--- config.mk ---
export PLATFORM = sky130hd
export DESIGN_NAME = div_module
export DESIGN_NICKNAME = d
export VERILOG_FILES = /design/src/rtl/div_pkg.sv /design/src/rtl/div_step.sv /design/src/rtl/div_module.sv
export SDC_FILE = /design/constraint.sdc
export NUM_CORES = 1
export LEC_CHECK = 0
export CAP_MARGIN = 10
export CORE_MARGIN = 4
export CORE_UTILIZATION = 45
export DETAILED_ROUTE_END_ITERATION = 10
export PLACE_DENSITY = 0.74
export SLEW_MARGIN = 25
export SYNTH_ARGS = -nofsm -noshare
export SYNTH_HDL_FRONTEND = slang
export SYNTH_SLANG_ARGS = --single-unit
--- constraint.sdc ---
create_clock -name clk -period 2 [get_ports clk]
set_clock_uncertainty 0.2 [all_clocks]
set_input_delay 0.4 -clock clk [delete_from_list [all_inputs] [get_ports clk]]
set_output_delay 0.4 -clock clk [all_outputs]
set_load 0.005 [all_outputs]
--- src/rtl/div_pkg.sv ---
// Shared types and constants for the unsigned restoring divider.
package div_pkg;

  typedef enum logic [1:0] {
    IDLE = 2'd0,
    CALC = 2'd1,
    DONE = 2'd2
  } div_state_e;

  localparam int DIV_A_W = 7;
  localparam int DIV_B_W = 3;

  // All-ones pattern of the requested width, reported as the quotient on divide-by-zero.
  function automatic logic [31:0] div_zero_quot(input int unsigned w);
    logic [31:0] v;
    v = '0;
    for (int i = 0; i < 32; i++) begin
      if (i < w) v[i] = 1'b1;
    end
    return v;
  endfunction

endpackage

--- src/rtl/div_step.sv ---
// One restoring-division step: shift in a dividend bit, subtract the divisor if it fits.
module div_step #(
  parameter int B_W = div_pkg::DIV_B_W
) (
  input  logic [B_W:0]   rem_in,
  input  logic           bit_in,
  input  logic [B_W-1:0] divisor,
  output logic [B_W:0]   rem_out,
  output logic           quot_bit
);

  logic [B_W:0] shifted;
  logic [B_W:0] divisor_ext;

  assign shifted     = {rem_in[B_W-1:0], bit_in};
  assign divisor_ext = {1'b0, divisor};

  always_comb begin
    // NOTE: every output gets a default first so no path leaves it unassigned (no latch).
    rem_out  = shifted;
    quot_bit = 1'b0;
    if (shifted >= divisor_ext) begin
      rem_out  = shifted - divisor_ext;
      quot_bit = 1'b1;
    end
  end

endmodule

--- src/rtl/div_module.sv ---
// Unsigned sequential divider, one quotient bit per clock, with start/busy/done handshake.
module div_module
  import div_pkg::*;
#(
  parameter int A_W = DIV_A_W,
  parameter int B_W = DIV_B_W
) (
  input  logic           clk,
  input  logic           rst_n,
  input  logic           div_start,
  input  logic [A_W-1:0] div_a,
  input  logic [B_W-1:0] div_b,
  output logic           div_busy,
  output logic           div_done,
  output logic [A_W-1:0] div_quot,
  output logic [B_W-1:0] div_rem,
  output logic           div_zero
);

  localparam int CNT_W = $clog2(A_W + 1);
  localparam logic [CNT_W-1:0] LAST_CNT  = CNT_W'(A_W - 1);
  localparam logic [A_W-1:0]   ZERO_QUOT = A_W'(div_zero_quot(A_W));

  div_state_e     state_q, state_d;
  logic [CNT_W-1:0] cnt_q, cnt_d;
  logic [A_W-1:0] shift_q, shift_d;
  logic [B_W-1:0] dvsr_q, dvsr_d;
  logic [B_W:0]   prem_q, prem_d;
  logic [A_W-1:0] quot_q, quot_d;
  logic [B_W-1:0] rem_q, rem_d;
  logic           zero_q, zero_d;

  logic [B_W:0]   step_rem;
  logic           step_bit;

  div_step #(.B_W(B_W)) u_step (
    .rem_in  (prem_q),
    .bit_in  (shift_q[A_W-1]),
    .divisor (dvsr_q),
    .rem_out (step_rem),
    .quot_bit(step_bit)
  );

  always_comb begin
    state_d = state_q;
    cnt_d   = cnt_q;
    shift_d = shift_q;
    dvsr_d  = dvsr_q;
    prem_d  = prem_q;
    quot_d  = quot_q;
    rem_d   = rem_q;
    zero_d  = zero_q;

    unique case (state_q)
      IDLE, DONE: begin
        if (div_start) begin
          state_d = CALC;
          cnt_d   = '0;
          shift_d = div_a;
          dvsr_d  = div_b;
          prem_d  = '0;
        end else begin
          state_d = IDLE;
        end
      end
      CALC: begin
        // Quotient bits fill the LSBs vacated by the dividend shift.
        shift_d = {shift_q[A_W-2:0], step_bit};
        prem_d  = step_rem;
        cnt_d   = cnt_q + 1'b1;
        if (cnt_q == LAST_CNT) begin
          state_d = DONE;
          cnt_d   = '0;
          zero_d  = (dvsr_q == '0);
          quot_d  = (dvsr_q == '0) ? ZERO_QUOT : shift_d;
          rem_d   = (dvsr_q == '0) ? '0 : step_rem[B_W-1:0];
        end
      end
      default: state_d = IDLE;
    endcase
  end

  // NOTE: all state, including operand and partial-remainder registers, is cleared by reset.
  always_ff @(posedge clk or negedge rst_n) begin
    if (!rst_n) begin
      state_q <= IDLE;
      cnt_q   <= '0;
      shift_q <= '0;
      dvsr_q  <= '0;
      prem_q  <= '0;
      quot_q  <= '0;
      rem_q   <= '0;
      zero_q  <= 1'b0;
    end else begin
      // NOTE: non-blocking assignments so every flop samples pre-edge values.
      state_q <= state_d;
      cnt_q   <= cnt_d;
      shift_q <= shift_d;
      dvsr_q  <= dvsr_d;
      prem_q  <= prem_d;
      quot_q  <= quot_d;
      rem_q   <= rem_d;
      zero_q  <= zero_d;
    end
  end

  assign div_busy = (state_q == CALC);
  assign div_done = (state_q == DONE);
  assign div_quot = quot_q;
  assign div_rem  = rem_q;
  assign div_zero = zero_q;

endmodule

# --- Word-level counts from Yosys, hierarchy flattened ---
# Cells that the tools add are included.
word_totals:
  mem_count: 0
  latch_bits: 0
  mem_bits_rw: 0
  mem_bits_ro: 0
  word_cells: 37
  input_bits: 13
  ff_bits: 29
  output_inout_bits: 13
op_classes:
  add_sub_neg: 2
  n_lt_le_gt_ge: 1
  muxes: 14
  bitwise_logic: 0
  n_reduce_logical: 7
  multipliers: 0
  div: 0
  n_eq_ne: 5
  n_shift: 0
op_table:
  columns: ["operator", "n"]
  rows:
  - ["two-way mux 3 bit", 5]
  - ["two-way mux 7 bit", 2]
  - ["one-hot mux 7 bit (2 select lines)", 1]
  - ["one-hot mux 3 bit (2 select lines)", 2]
  - ["AND reduction 2 bit", 3]
  - ["greater-or-equal comparator 4 x 3 -> 1 bit", 1]
  - ["one-hot mux 2 bit (2 select lines)", 1]
  - ["adder 3 x 1 -> 3 bit, second input constant", 1]
  - ["equality test 3 bit, second input constant", 1]
  - ["logical NOT 3 bit", 1]
  - ["subtractor 3 bit", 1]
  - ["equality test 2 x 1 -> 1 bit, second input constant", 1]
  - ["equality test 2 bit, second input constant", 1]
  - ["logical NOT 2 bit", 1]
  - ["two-way mux 1 bit", 2]
  - ["two-way mux 2 bit", 1]
  - ["inequality test 2 x 1 -> 1 bit, second input constant", 1]
  - ["inequality test 2 bit, second input constant", 1]
  - ["nonzero test 2 bit", 1]
  - ["OR reduction 2 bit", 1]

# --- Depth between registers and ports, before layout ---
depth:
  depth_word: 4
  depth_mapped: 7
  depth_no_buf: 7

# --- Modules after synthesis ---
# A second synthesis with hierarchy kept.
unflattened:
  cells_unflattened: 132
  area_unflattened_um2: 1412.6
by_module_without_submodules:
  columns: ["module", "area_per_inst_um2", "cells_per_inst", "n_inst", "seq_area_each_um2"]
  rows:
  - ["div_module", 1217.4, 110, 1, 750.7]
  - ["div_step", 195.2, 22, 1, 0.0]

# --- Worst setup path before layout ---
# OpenSTA, ideal clock, no wires.
synth_path:
  path_kind: "register to register"
  from: "reg dvsr_q[0]"
  to: "reg rem_q[1], in the netlist div_rem[1]"
  path_buffers: 0
  setup_ns: 0.121
  path_stages_with_launch: 7
  period_less_slack_ns: 1.867
  path_slack_ns: 0.133
  arrival_ns: 1.546
  required_time_ns: 1.679
  cell_sequence: "dfrtp_1 > ha_1 > fa_1 > nor2b_4 > nor4_4 > mux2i_1 > a22o_1"
synth_between:
  elab_chain_cells: 3
  word_cells_on_any_way: 5
  classes_between: "add/sub (1); order compare (1); mux (2); reduce/logical (1)"
synth_rtl:
  columns: ["element", "line", "rtl"]
  rows:
  - ["start: declaration", "div_module.sv:27", "logic [B_W-1:0] dvsr_q, dvsr_d;"]
  - ["start signal: assignment", "div_module.sv:99", "dvsr_q <= dvsr_d;"]
  - ["greater-or-equal comparator 4 x 3 -> 1 bit or subtractor 3 bit (tied branches)", "div_step.sv:22, div_step.sv:23", null]
  - ["two-way mux 3 bit", "div_step.sv:22", "if (shifted >= divisor_ext) begin"]
  - ["two-way mux 3 bit *", "div_module.sv:76", "rem_d = (dvsr_q == '0) ? '0 : step_rem[B_W-1:0];"]
  - ["end signal: assignment", "div_module.sv:102", "rem_q <= rem_d;"]
  - ["end: declaration", "div_module.sv:30", "logic [B_W-1:0] rem_q, rem_d;"]
# Every way passes the cells marked *; elsewhere a longest branch is shown, timed or not.
# A chain may end at the register's enable or synchronous reset.

# --- Worst setup path in the final report ---
layout_path:
  from: "reg dvsr_q[1]"
  to: "reg prem_q[1]"
layout_between:
  elab_chain_cells: 3
  word_cells_on_any_way: 4
  classes_between: "add/sub (1); order compare (1); mux (2)"
layout_rtl:
  columns: ["element", "line", "rtl"]
  rows:
  - ["greater-or-equal comparator 4 x 3 -> 1 bit or subtractor 3 bit (tied branches)", "div_step.sv:22, div_step.sv:23", null]
  - ["two-way mux 3 bit *", "div_step.sv:22", null]
  - ["one-hot mux 3 bit (2 select lines) *", "div_module.sv:54", "unique case (state_q)"]
  - ["end signal: assignment", "div_module.sv:100", "prem_q <= prem_d;"]
  - ["end: declaration", "div_module.sv:28", "logic [B_W:0] prem_q, prem_d;"]
# Marked as above.

==> out/results.txt <==
Status - completed
Area Overhead vs Synth - 34.3%
Power Dens Cells - 1730 mW/mm^2
Area after DPL - 0.00167 mm^2
Relative slew slack - 0.738
Top FF cell, synth - dfrtp_1
Dominant cell by count in the synthesized netlist - nand2_1
Final hold vios - 0
Fraction of layout cells with a size suffix above 1 - 0.214
Core Rows - 19
Crit start category - flip-flop
Syn Area/Cell - 10.2 um^2
Top post-synthesis cells by area - dfrtp_1, nand2_1, o21ai_0, mux2i_1, ha_1
Core Box Area - 0.00281 mm^2
Syn_nets - 149
Remaining routing DRC violations - 0
Seq cells post-synth - 29
Vias in the first global route - 1,083
CP max FO - 4
DR vias/cell - 5.50
H-tree depth - 2
Cell area after layout - 0.00181 mm^2
Arr. time, crit path - 1.99 ns
FF-to-FF End - prem_q[1]
CTS tree - built
WL per Instance - 15.7 um
Port Buf Inserts - 25
Die Area - 0.00394 mm^2
TNS Setup - 0 ns
Gr usage total - 0.162
Fin Hold WS - 0.255 ns
Initial antenna violation count - 0
Worst Tran Pin Value - 0.389 ns
Nets - 189
Worst path required time - 2.02 ns
Number of DRC markers in iteration 0 - 48
First-pass GRT wire length - 5020 um
Netlist cell types - 33
Synth cell count leaders - nand2_1, dfrtp_1, o21ai_0
CTS clk-pin slew, worst paths - 0.09 ns
Post-synth top area share - 0.537
Ys async rst share - 1.00
Max Cap Viol - 0
Reg2reg start - dvsr_q[1]
Hold_buf cts - 0
Cell Area, Synth - 0.00135 mm^2
CP max stage cell - fa_1
Placer Congestion - 0.904
Bufs on Longest Clock Path - 2
Endpoint class of the critical path - flip-flop
Clock latency on the worst-skew pair - 0.32 ns
Setup WS pre-CTS - -0.00467 ns
1st-pass router iterations - 4
Sequential area share after synthesis - 0.537
Crit-path cells - buf_4, fa_1, nor2b_4, nor4_4, mux2i_1, a22o_1
Slowest cell delay on critical path - 0.47 ns
Largest net degree at the start of global routing - 30
Final min period - 1.97 ns
Cell count after synthesis - 132
Leak - 0.829 nW
DRT Wirelength - 3190 um
Die X - 62.8 um
DR vias - 1,122
Die H - 62.8 um
Synth warn - 0
Detailed Place HPWL - 2170 um
Critical path class - reg -> reg
ANT nets after route - 0
Ports - 26
Slew Limit Fails - 0
Diode count - 0
Worst VDD drop - 743 uV
R2R Setup Slk - 0.03 ns
Clock Sinks - 29
Length in cells of the worst reg-to-reg path - 6
Final period utilization - 0.984
Final setup margin - 0.0315 ns
Worst Hold Class - in -> async
Initial Utilization - 0.482
Clock root buffer - clkbuf_4
Fmax - 508 MHz
Synth area leader - dfrtp_1
Post-synth EDFFs - 0
Clock buffer count from CTS - 5
Remaining Overflow, GRT - 0
Final setup fails - 0
-- logic make-up after synthesis --
kind of cell | after synthesis | synth area share
simple gates | 48 | 0.185
flops | 29 | 0.537
buf+inv | 10 | 0.0342
fa+ha+maj | 4 | 0.0426
mux | 7 | 0.0528
compound gates | 34 | 0.148
-- layer usage --
metal | GRT usage | vias to the layer above | share of wire
met5 | 0 | - | 0
met4 | 0.0744 | 0 | 0.021
met3 | 0.0468 | 9 | 0.053
met2 | 0.256 | 41 | 0.49
met1 | 0.205 | 541 | 0.44
li1 | - | 531 | -
-- sequential cells by signal, summed over array words and instances (netlist names) --
register  cells
div_zero      1
div_quot      7
div_rem       3
prem_q        3
dvsr_q        3
shift_q       7
cnt_q         3
state_q       2
-- per-stage QoR --
stage | total power, mW | utilization | cells
after floorplan | 1.96 | - | 132
after global placement | 2.46 | 0.595 | 191
after detailed placement | 2.54 | 0.595 | 191
after CTS | 2.86 | 0.613 | 199
after global routing | 3.38 | 0.647 | 204
final | 3.13 | 0.647 | 204
-- worst max path at each step --
| stage | end | start | depth (start not counted) | slack, ns |
|---|---|---|---|---|
| 4_1_cts | prem_q[0] | dvsr_q[0] | 6 | -0.02 |
| 3_5_place_dp | prem_q[0] | dvsr_q[0] | 6 | -0.005 |
| 5_1_grt | div_rem[0] | dvsr_q[1] | 6 | -0.04 |
| 3_3_place_gp | prem_q[1] | dvsr_q[1] | 6 | 0.05 |
| 2_1_floorplan | div_rem[1] | dvsr_q[0] | 6 | 0.13 |
| 6_report | prem_q[1] | dvsr_q[1] | 6 | 0.03 |
-- area by class of cell --
type / instances / area [um^2]
Fill cell: 237 / 991
Clock buffer: 6 / 41.3
Timing Repair Buffer: 37 / 342
Clock inverter: 2 / 10.0
Multi-Input combinational cell: 93 / 633
Tap cell: 31 / 38.8
Inverter: 6 / 23.8
Sequential cell: 29 / 726
-- cells in the final DEF (no fill, tap or decap), types with 2 or more instances in the layout --
cell type / n
nand2_1: 30
dfrtp_1: 29
clkdlybuf4s50_1: 23
o21ai_0: 18
buf_4: 12
mux2i_1: 6
clkbuf_4: 5
inv_2: 4
o21ai_1: 4
a22o_1: 4
clkinv_2: 3
nor2_1: 3
a21oi_1: 3
ha_4: 3
nor2b_1: 2
nor3_2: 2
nor3_1: 2
-- report_power, final --
group	total [mW]	internal, mW	switching (mW)
sequential	1.11	0.872	0.235
combinational	1.70	0.905	0.790
clock	0.332	0.134	0.198
-- worst max-delay path, delay by kind of cell, from the launching register on --
family          cells  cell delay [ns]
buf+inv             1             0.15
simple gates        2             0.26
fa+ha+maj           1             0.47
flops               1             0.42
compound gates      1             0.21
mux                 1             0.15
-- timing repair --
item,4_1_cts,5_1_grt
hold endpoints to repair,0,0
setup buffers,0,5
pin swaps,0,4
resized for setup,1,10
endpoints found under the setup margin,3,7
Note: power is estimated with default switching activity, not from simulation.
